[config.mk]
export PLATFORM = sky130hd
export DESIGN_NAME = lifo_stack_register_flat
export DESIGN_NICKNAME = d
export VERILOG_FILES = /design/src/rtl/lifo_stack_register_pkg.sv /design/src/rtl/lifo_stack_register_if.sv /design/src/rtl/lifo_stack_register_stack_mem.sv /design/src/rtl/lifo_stack_register.sv /design/src/flat_wrapper.sv
export SDC_FILE = /design/constraint.sdc
export NUM_CORES = 1
export LEC_CHECK = 0
export CAP_MARGIN = 0
export CORE_MARGIN = 8
export CORE_UTILIZATION = 53
export CTS_CLUSTER_DIAMETER = 60
export DETAILED_ROUTE_END_ITERATION = 8
export PLACE_DENSITY_LB_ADDON = 0.2
export SLEW_MARGIN = 20
export SYNTH_ARGS = -nofsm -noshare
export SYNTH_HDL_FRONTEND = slang
export SYNTH_SLANG_ARGS = --single-unit
export TNS_END_PERCENT = 5
[constraint.sdc]
create_clock -name clk_i -period 3.2 [get_ports clk_i]
set_input_delay 0.96 -clock clk_i [delete_from_list [all_inputs] [get_ports clk_i]]
set_output_delay 0.96 -clock clk_i [all_outputs]
set_load 0.01 [all_outputs]
[src/rtl/lifo_stack_register_pkg.sv]
// Shared control encodings and defaults for the A09 register stack.
// Controls are active-low, so ASSERTED is the low level.
package lifo_stack_register_pkg;

  localparam logic ASSERTED   = 1'b0;
  localparam logic DEASSERTED = 1'b1;

  localparam int DEFAULT_DATA_WIDTH = 16;
  localparam int DEFAULT_DEPTH      = 8;

  typedef enum logic [1:0] {
    OP_IDLE    = 2'b00,
    OP_POP     = 2'b01,
    OP_PUSH    = 2'b10,
    OP_REPLACE = 2'b11
  } stack_op_e;

  function automatic stack_op_e decode_op(input logic push_n, input logic pop_n);
    return stack_op_e'({push_n == ASSERTED, pop_n == ASSERTED});
  endfunction

endpackage

[src/rtl/lifo_stack_register_if.sv]
// Control/data bundle between the A09 control matrix and the register stack.
// master drives push/pop/clear/data; slave returns top-of-stack, count and flags.
interface lifo_stack_register_if #(
  parameter int DATA_WIDTH = 16,
  parameter int DEPTH      = 8
);
  localparam int ADDR_WIDTH = $clog2(DEPTH);

  logic                  push_ni;
  logic                  pop_ni;
  logic                  clr_err_ni;
  logic [DATA_WIDTH-1:0] data_i;
  logic [DATA_WIDTH-1:0] data_o;
  logic [ADDR_WIDTH:0]   count_o;
  logic                  empty_o;
  logic                  full_o;
  logic                  overflow_o;
  logic                  underflow_o;

  modport master (
    output push_ni, pop_ni, clr_err_ni, data_i,
    input  data_o, count_o, empty_o, full_o, overflow_o, underflow_o
  );

  modport slave (
    input  push_ni, pop_ni, clr_err_ni, data_i,
    output data_o, count_o, empty_o, full_o, overflow_o, underflow_o
  );
endinterface

[src/rtl/lifo_stack_register_stack_mem.sv]
// DEPTH x DATA_WIDTH storage, written on the falling edge, read combinationally.
// Kept on its own so it can be swapped for an iCE40 block RAM later.
module lifo_stack_register_stack_mem #(
  parameter int DATA_WIDTH = 16,
  parameter int DEPTH      = 8,
  parameter int ADDR_WIDTH = $clog2(DEPTH)
) (
  input  logic                  clk_i,
  input  logic                  we,
  input  logic [ADDR_WIDTH-1:0] waddr,
  input  logic [DATA_WIDTH-1:0] wdata,
  input  logic [ADDR_WIDTH-1:0] raddr,
  output logic [DATA_WIDTH-1:0] rdata
);

  logic [DATA_WIDTH-1:0] mem [DEPTH];

  always_ff @(negedge clk_i) begin
    if (we) begin
      mem[waddr] <= wdata;
    end
  end

  assign rdata = mem[raddr];

endmodule

[src/rtl/lifo_stack_register.sv]
// Depth-N LIFO register stack with active-low push/pop; state updates on the falling edge.
// Top-of-stack, count and sticky flags are valid right after the edge; overflow is blocked, never wrapped.
module lifo_stack_register
  import lifo_stack_register_pkg::*;
#(
  parameter int DATA_WIDTH = DEFAULT_DATA_WIDTH,
  parameter int DEPTH      = DEFAULT_DEPTH
) (
  input logic                  clk_i,
  input logic                  reset_ni,
  lifo_stack_register_if.slave bus
);

  localparam int ADDR_WIDTH = $clog2(DEPTH);
  localparam logic [ADDR_WIDTH:0] FULL_COUNT = (ADDR_WIDTH+1)'(DEPTH);

  logic [ADDR_WIDTH:0]   count_q, count_d;
  logic [DATA_WIDTH-1:0] data_q, data_d;
  logic                  ovf_q, ovf_d;
  logic                  unf_q, unf_d;

  logic                  mem_we;
  logic [ADDR_WIDTH-1:0] mem_waddr;
  logic [ADDR_WIDTH-1:0] mem_raddr;
  logic [DATA_WIDTH-1:0] mem_rdata;

  logic      is_empty;
  logic      is_full;
  logic      clr_err;
  stack_op_e op;

  assign is_empty = (count_q == '0);
  assign is_full  = (count_q == FULL_COUNT);
  assign clr_err  = (bus.clr_err_ni == ASSERTED);
  assign op       = decode_op(bus.push_ni, bus.pop_ni);

  // Low index bits stay correct at count==DEPTH because the modulo wrap lands on DEPTH-2.
  assign mem_raddr = count_q[ADDR_WIDTH-1:0] - ADDR_WIDTH'(2);

  lifo_stack_register_stack_mem #(
    .DATA_WIDTH (DATA_WIDTH),
    .DEPTH      (DEPTH),
    .ADDR_WIDTH (ADDR_WIDTH)
  ) u_stack_mem (
    .clk_i (clk_i),
    .we    (mem_we),
    .waddr (mem_waddr),
    .wdata (bus.data_i),
    .raddr (mem_raddr),
    .rdata (mem_rdata)
  );

  always_comb begin
    count_d   = count_q;
    data_d    = data_q;
    ovf_d     = clr_err ? 1'b0 : ovf_q;
    unf_d     = clr_err ? 1'b0 : unf_q;
    mem_we    = 1'b0;
    mem_waddr = count_q[ADDR_WIDTH-1:0];

    unique case (op)
      OP_PUSH: begin
        if (is_full) begin
          ovf_d = 1'b1;
        end else begin
          mem_we  = 1'b1;
          count_d = count_q + 1'b1;
          data_d  = bus.data_i;
        end
      end
      OP_POP: begin
        if (is_empty) begin
          unf_d = 1'b1;
        end else if (count_q == (ADDR_WIDTH+1)'(1)) begin
          count_d = '0;
          data_d  = '0;
        end else begin
          count_d = count_q - 1'b1;
          data_d  = mem_rdata;
        end
      end
      OP_REPLACE: begin
        // An empty stack has no top to replace, so this degrades to a plain push.
        mem_we = 1'b1;
        data_d = bus.data_i;
        if (is_empty) begin
          count_d = (ADDR_WIDTH+1)'(1);
        end else begin
          mem_waddr = count_q[ADDR_WIDTH-1:0] - 1'b1;
        end
      end
      default: ;
    endcase
  end

  always_ff @(negedge clk_i or negedge reset_ni) begin
    if (!reset_ni) begin
      count_q <= '0;
      data_q  <= '0;
      ovf_q   <= 1'b0;
      unf_q   <= 1'b0;
    end else begin
      count_q <= count_d;
      data_q  <= data_d;
      ovf_q   <= ovf_d;
      unf_q   <= unf_d;
    end
  end

  assign bus.data_o      = data_q;
  assign bus.count_o     = count_q;
  assign bus.empty_o     = is_empty;
  assign bus.full_o      = is_full;
  assign bus.overflow_o  = ovf_q;
  assign bus.underflow_o = unf_q;

endmodule

[src/flat_wrapper.sv]
// flat-port wrapper written by rule: the top's interface ports become plain ports
module lifo_stack_register_flat import lifo_stack_register_pkg::*;
#(
  parameter int DATA_WIDTH = DEFAULT_DATA_WIDTH,
  parameter int DEPTH      = DEFAULT_DEPTH
)
  (clk_i, reset_ni, bus_push_ni, bus_pop_ni, bus_clr_err_ni, bus_data_i, bus_data_o, bus_count_o, bus_empty_o, bus_full_o, bus_overflow_o, bus_underflow_o);
  lifo_stack_register_if #(.DATA_WIDTH(DATA_WIDTH), .DEPTH(DEPTH)) bus_i ();
  input logic clk_i;
  input logic reset_ni;
  input wire logic [$bits(bus_i.push_ni)-1:0] bus_push_ni;
  input wire logic [$bits(bus_i.pop_ni)-1:0] bus_pop_ni;
  input wire logic [$bits(bus_i.clr_err_ni)-1:0] bus_clr_err_ni;
  input wire logic [$bits(bus_i.data_i)-1:0] bus_data_i;
  output wire logic [$bits(bus_i.data_o)-1:0] bus_data_o;
  output wire logic [$bits(bus_i.count_o)-1:0] bus_count_o;
  output wire logic [$bits(bus_i.empty_o)-1:0] bus_empty_o;
  output wire logic [$bits(bus_i.full_o)-1:0] bus_full_o;
  output wire logic [$bits(bus_i.overflow_o)-1:0] bus_overflow_o;
  output wire logic [$bits(bus_i.underflow_o)-1:0] bus_underflow_o;
  assign bus_i.push_ni = bus_push_ni;
  assign bus_i.pop_ni = bus_pop_ni;
  assign bus_i.clr_err_ni = bus_clr_err_ni;
  assign bus_i.data_i = bus_data_i;
  assign bus_data_o = bus_i.data_o;
  assign bus_count_o = bus_i.count_o;
  assign bus_empty_o = bus_i.empty_o;
  assign bus_full_o = bus_i.full_o;
  assign bus_overflow_o = bus_i.overflow_o;
  assign bus_underflow_o = bus_i.underflow_o;
  lifo_stack_register #(.DATA_WIDTH(DATA_WIDTH), .DEPTH(DEPTH)) u_core (.clk_i(clk_i), .reset_ni(reset_ni), .bus(bus_i));
endmodule
# After elaboration in Yosys (flattened, before gate mapping)
# Memories as Yosys holds them, arrays and structs flattened.
# Index checks and enable logic that the tools add are counted.
[word_totals]
ff_bits = 22
ramBits = 128
input_bits = 21
word_cells = 44
memories = 1
[mem_list]
columns = ["memory", "words", "width", "read_ports", "rd_ports_with_merged_regs", "wr", "line", "text"]
rows = [
  ["u_core.u_stack_mem.mem", 8, 16, 1, 0, 1, "lifo_stack_register_stack_mem.sv:16", "logic [DATA_WIDTH-1:0] mem [DEPTH];"],
]
[classes]
n_addsub = 4
eq_ne = 8
muxes = 21
n_bitwise = 2
n_reduce_logical = 4
[op_table]
columns = ["cell", "count"]
rows = [
  ["2-to-1 mux 16 bit", 3],
  ["one-hot mux 16 bit (3 select lines)", 1],
  ["2-to-1 mux 4 bit", 4],
  ["one-hot mux 4 bit (3 select lines)", 1],
  ["2-to-1 mux 1 bit", 9],
  ["2-to-1 mux 3 bit", 2],
  ["inequality test 2 bit (second input constant)", 3],
  ["adder 4 x 1 -> 4 bit (second input constant)", 1],
  ["== test 2 bit (second input constant)", 2],
  ["== test 4 x 1 -> 1 bit (second input constant)", 1],
  ["== test 4 bit (second input constant)", 1],
  ["zero test 4 bit", 1],
  ["AND reduction 4 bit", 1],
  ["subtractor 4 x 1 -> 4 bit (second input constant)", 1],
  ["AND reduction 3 bit", 1],
  ["nonzero test 3 bit", 1],
  ["subtractor 3 x 1 -> 3 bit (second input constant)", 1],
  ["subtractor 3 x 2 -> 3 bit (second input constant)", 1],
  ["== test 2 x 1 -> 1 bit (second input constant)", 1],
  ["inverter 1 bit", 2],
  ["one-hot mux 1 bit (2 select lines)", 1],
]

# Longest topological paths before layout
[logic_depth]
ltp_word = 5
ltp_mapped = 8

# Hierarchy
# From an unflattened synthesis, not the netlist that was laid out.
[unflattened]
cells_unflattened = 338
area_unflattened_um2 = 6254.7
[modules_own_cells]
columns = ["module", "n_inst", "cells_per_inst", "area_per_inst_um2", "seq_area_each_um2"]
rows = [
  ["lifo_stack_register_stack_mem", 1, 199, 4977.3, 3843.7],
  ["lifo_stack_register", 1, 139, 1277.5, 550.5],
]

==> impl_metrics.toml <==
[critical_path]
cp.arrival_ns = 2.97
start_kind = "register"
critPathMaxFanout = 3
path_class = "reg -> out"
crit_required_ns = 2.24
end_kind = "output port"

[layout]
diodes = 0
synthToLayoutAreaGrowth_pct = 42.07
nets = 622
drive_gt1_share_pct = 34.43
layoutNonFillerInstCount = 750
final_util_pct = 77.41

[routing]
ant_nets = 0
drc = 0
met3_length_um = 976
wl_mm = 15.68
wl_met2_mm = 7.936
drt_iter0_markers = 324
wl_per_cell_um = 20.91
vias_per_cell = 5.585
met1_length_mm = 6.355
dr.pass1.iters = 5
highest_layer = "met4"
via_count = 4189

[synthesis]
synth_top_area_share_pct = 61.51
synthXorXnorAreaFrac_pct = 0.1402
yosysSeqAreaShare_pct = 70.32
yosys.area_share.simple_pct = 3.724
avgSynthCellArea_um2 = 18.38
yosys.area.top_type = "edfxtp_1"
synth_cells = 340
synth_fa_ha_area_share_pct = 1.402
synth_top_family_by_area = "multiplexers"
synth-compound-area-share_pct = 5.847
netlist_area_um2 = 6248
yosysWarnings = 0
synth_mux_area_share_pct = 16.52
yosys-top-cells-area = "edfxtp_1 62%, dfrtn_1 8.8%, mux4_1 7.6%"
syn_nets = 368
yosysUniqueCellTypes = 41
ys_seq_elements = 150

[grt]
grt_pass1_vias = 4601
grt_pass1_wl_mm = 24.45
groute.usage.overall_pct = 20.94
grt_antenna_before_repair = 0
gr-total-overflow = 0
grt_max_degree = 42

[timing]
tns_ns = -69.70
worst_slew_pin_slew_ns = 0.6792
slew_viol_final = 0
finalSetupViolations = 172
setup_ws_ns = -0.7260
slew_headroom_pct = 54.72
fin_skew_ns = 0.07189
hold_viol = 0
rsz0062_at_grt = "yes"

[power]
p_leak_nw = 3.789
vdd_drop_max_v = 0.0007179
power_density_nw_per_um2 = 945.2

[clock_tree]
cts_num_sinks = 150
cts-root-buf = "clkbuf_16"
clockBufferDepth = 2
cts.htree.levels = 4
cts_hold_buffers = 0
insertion_delay_ns = 0.47
clkTransAtPathRegs_ns = 0.05
cts_made_buffers = 17
cts_tree = "done"

[place]
numPortBuffers = 44
gp_congestion = 0.8599
place_inst = 566
dpl.hpwl_mm = 8.961

[die]
start_util_pct = 54.49
num_rows = 39
die-area_um2 = 15520
design.core.area_um2 = 11470
io_pins = 45
die_h_um = 124.6
die_x_um = 124.6

[run_status]
outcome = "finished with violations"
violations = "setup timing"

[worst_hold_path]
hold_path_class = "reg -> reg"

[run]
drv_cap = 0
==> worst paths after layout <==
path	cells after the start	slack (ns)	end	startpoint
worst min-delay path	1	0.45	u_core.bus.underflow_o	u_core.bus.underflow_o
worst max-delay path	5	-0.73	bus_full_o	u_core.bus.count_o[1]
min in group asynchronous	2	2.40	u_core.bus.data_o[15]	reset_ni
worst max register to register	26	-0.43	u_core.u_stack_mem.mem[2][10]	u_core.bus.count_o[1]
max in group asynchronous	2	0.61	u_core.bus.data_o[5]	reset_ni
worst min register to register	1	0.45	u_core.bus.underflow_o	u_core.bus.underflow_o
==> where the power goes <==
group          internal [W]  total (W)  switching (W)
clock network       0.00131    0.00259        0.00127
registers           0.00255    0.00268       0.000134
logic               0.00154    0.00312        0.00158
==> Yosys cell counts, drive strengths merged <==
master and instances:
a21boi 2, a21o 1, a21oi 19, a22oi 18
a31o 1, a32o 1, and2 2, buf 12
clkbuf 7, dfrtn 22, edfxtp 128, ha 7
inv 7, mux2 19, mux2i 3, mux4 32
nand2 5, nand2b 2, nand3 1, nand3b 1
nor2 19, nor2b 1, nor3 11, nor3b 2
o211a 1, o211ai 1, o21ai 4, o21bai 1
o221ai 1, o31ai 3, o32ai 2, or2 2
or3 1, xor2 1
==> placed cells by master, fill, tap and decap left out, types with 2 or more instances in the layout <==
| cell type | instances |
|---|---|
| a21oi_2 | 4 |
| o32ai_1 | 2 |
| a22oi_2 | 2 |
| inv_1 | 131 |
| clkinv_8 | 2 |
| a21oi_1 | 15 |
| mux4_2 | 14 |
| mux4_1 | 18 |
| clkdlybuf4s50_1 | 18 |
| mux2_2 | 17 |
| buf_8 | 4 |
| mux2_4 | 2 |
| buf_6 | 30 |
| inv_2 | 3 |
| buf_4 | 50 |
| inv_4 | 2 |
| mux2i_1 | 2 |
| clkbuf_16 | 18 |
| nor2_4 | 2 |
| clkinv_2 | 2 |
| o31ai_1 | 2 |
| buf_12 | 11 |
| nor3_1 | 2 |
| clkinv_4 | 3 |
| nand2_1 | 5 |
| nor2_1 | 17 |
| nor3_4 | 8 |
| o21ai_0 | 2 |
| dfrtn_1 | 22 |
| buf_2 | 13 |
| or2_4 | 2 |
| a22oi_1 | 16 |
| ha_1 | 6 |
| edfxtp_1 | 128 |
| inv_6 | 4 |
==> state kept, by name (all words and copies together) (netlist names) <==
signal,cells
u_core.u_stack_mem.mem,128
u_core.bus.underflow_o,1
u_core.bus.data_o,16
u_core.bus.count_o,4
u_core.bus.overflow_o,1
==> metal layers <==
| metal | up-vias | GRT usage, % |
|---|---|---|
| met5 | - | 0 |
| met4 | 0 | 12.05 |
| met3 | 39 | 6.596 |
| met2 | 173 | 32.87 |
| met1 | 2075 | 25.07 |
| li1 | 1902 | - |
==> timing repair <==
item	CTS	global route
buffers inserted	21	7
cloned	2	0
endpoints found under the hold margin	0	0
gates resized for setup	151	28
pin swaps	12	6
endpoints found under the setup margin	174	172
==> cell type report <==
| type | count | area [um2] |
|---|---|---|
| Fill cell | 663 | 2590 |
| Multi-Input combinational cell | 164 | 1954 |
| Inverter | 6 | 22.52 |
| Clock inverter | 143 | 638.1 |
| Sequential cell | 150 | 4394 |
| Clock buffer | 17 | 425.4 |
| Tap cell | 143 | 178.9 |
| Timing Repair Buffer | 127 | 1264 |
==> cells by family (layout without fill, tap and decap cells) <==
kind of cell | Yosys count | in the layout
AOI/OAI and AO/OA | 55 | 55
and+or+nand+nor | 47 | 47
adders and majority gates | 7 | 7
buffers and inverters | 26 | 293
DFF | 150 | 150
muxes | 54 | 54
xor gates and xnor gates | 1 | 1
==> metrics by stage <==
| stage | hold WS, ns | power (W) | instance area (um2) | setup WS (ns) |
|---|---|---|---|---|
| 3_5_place_dp | 0.4533 | 0.005764 | 7460 | -1.393 |
| 5_1_grt | 0.4610 | 0.008889 | 8877 | -0.7639 |
| 2_1_floorplan | 0.4742 | 0.004643 | 6374 | -1.111 |
| 4_1_cts | 0.4489 | 0.008351 | 8788 | -0.7079 |
| 3_3_place_gp | 0.4395 | 0.005706 | 7460 | -1.377 |
| 6_report | 0.4530 | 0.008391 | 8877 | -0.7260 |
==> critical path, stage by stage (launching register included) <==
cell,delay (ns)
dfrtn_1,0.43
inv_2,0.06
ha_4,0.16
nand3b_1,0.14
inv_2,0.06
buf_6,0.12
No activity file was read; power rests on OpenSTA's default activity.
==> edit (same settings) <==
Change the package constant `DEFAULT_DEPTH` from 8 to 16.
--- a/src/rtl/lifo_stack_register_pkg.sv
+++ b/src/rtl/lifo_stack_register_pkg.sv
@@ -6,7 +6,7 @@
   localparam logic DEASSERTED = 1'b1;
 
   localparam int DEFAULT_DATA_WIDTH = 16;
-  localparam int DEFAULT_DEPTH      = 8;
+  localparam int DEFAULT_DEPTH      = 16;
 
   typedef enum logic [1:0] {
     OP_IDLE    = 2'b00,
Interface: changed (resized bus_count_o); port bits go from 45 to 46. The function was not compared with the original's and may differ.
==> edit against the unedited design <==
  * The run still ends with setup timing left
  * Routed wire length up 99%
  * Power up 80%
  * Setup slack worse by 0.48 ns
  * Design area up 73%
  * Sequential cell count up 129
  * Register-to-register slack better by 0.39 ns
  * Synthesized area up 81%
  * Core utilization down 4.3 points
  * Largest power group unchanged
==> edit: results (changes against the unedited design) <==
- The count of plain and timing-repair buffers in the layout is 157 (was 127).
- The highest layer used for signal routing was met5 (was met4).
- The met3 capacity usage during global routing is 7.542% (was 6.596%).
- The global placement routability congestion is 0.9335 (was 0.8599).
- The number of flops mapped to enable cells by yosys is 256 (was 128).
- Violated checks: setup timing (unchanged).
- The relative slew slack is 27.27% (was 54.72%).
- The number of distinct library cells after synthesis is 56 (was 41).
- The fill cell instance count of the final layout is 1257 (was 663).
- The via count of the first global-routing pass is 8226 (was 4601).
- The clock skew after layout was 0.08253 ns (was 0.07189 ns).
- The non-clock buffer area fraction after layout is 10.23% (was 14.24%).
- Run status: finished, violations left (unchanged).
- The sequential area share after synthesis is 72.92% (was 70.32%).
- The setup-violating endpoint count in the final report came to 300 (was 172).
- The critical path data arrival time was 3.44 ns (was 2.97 ns).
- The count of multi-input gates is 287 (was 164).
- Cell types occupying the most area after synthesis: sky130_fd_sc_hd__edfxtp_1 68%, sky130_fd_sc_hd__mux4_2 13%, sky130_fd_sc_hd__dfrtn_1 5.1% (was sky130_fd_sc_hd__edfxtp_1 62%, sky130_fd_sc_hd__dfrtn_1 8.8%, sky130_fd_sc_hd__mux4_1 7.6%).
- The total routing resource utilization after global routing is 24.18% (was 20.94%).
- The net count of the mapped netlist was 645 (was 368).
- The final worst slack is -1.205 ns (was -0.7260 ns).
- The fraction of area in registers was 53.73% (was 49.50%).
- The post-CTS setup buffer count is 9 (was 21).
- The number of nets in the final layout was 1047 (was 622).
- The number of DRC markers after the initial detailed-route iteration is 845 (was 324).
- The share of layout cells above drive strength 1 is 28.69% (was 34.43%).
==> edit: kinds of logic after synthesis <==
kind of cell | count (synthesis)
compound gates | 60
xor+xnor | 5
fa+ha+maj | 7
buf+inv | 51
flops | 279
mux | 68
simple gates | 147
==> edit: final timing paths <==
| check | cells past startpoint | from | end | slack [ns] |
|---|---|---|---|---|
| worst max-delay path | 5 | u_core.bus.count_o[0]$_DFFE_NN0P_ | bus_empty_o | -1.20 |
| worst min-delay path | 2 | u_core.bus.underflow_o$_DFF_NN0_ | u_core.bus.underflow_o$_DFF_NN0_ | 0.46 |
| worst max register to register | 8 | u_core.bus.count_o[0]$_DFFE_NN0P_ | u_core.bus.data_o[14]$_DFFE_NN0P_ | -0.04 |
| worst min register to register | 2 | u_core.bus.underflow_o$_DFF_NN0_ | u_core.bus.underflow_o$_DFF_NN0_ | 0.46 |
| max in group asynchronous | 2 | reset_ni | u_core.bus.count_o[0]$_DFFE_NN0P_ | 0.75 |
| min in group asynchronous | 2 | reset_ni | u_core.bus.data_o[3]$_DFFE_NN0P_ | 2.25 |
==> edit: stage by stage <==
stage / cells / utilization (%) / power, mW / area [µm²]
global route: 1317 / 73.15 / 15.90 / 15380
global placement: 993 / 62.27 / 10.44 / 13090
finish: 1317 / 73.15 / 15.08 / 15380
CTS: 1313 / 72.50 / 14.99 / 15240
floorplan: 617 / - / 8.450 / 11620
detailed placement: 993 / 62.27 / 10.52 / 13090
==> edit: power groups by stage <==
stage | sequential [mW] | combinational [mW] | clock (mW)
after floorplan | 4.74 | 3.23 | 0.475
after global routing | 4.74 | 5.99 | 5.17
after global placement | 4.70 | 5.26 | 0.475
after detailed placement | 4.73 | 5.31 | 0.475
after CTS | 4.71 | 5.49 | 4.80
final | 4.71 | 5.65 | 4.71
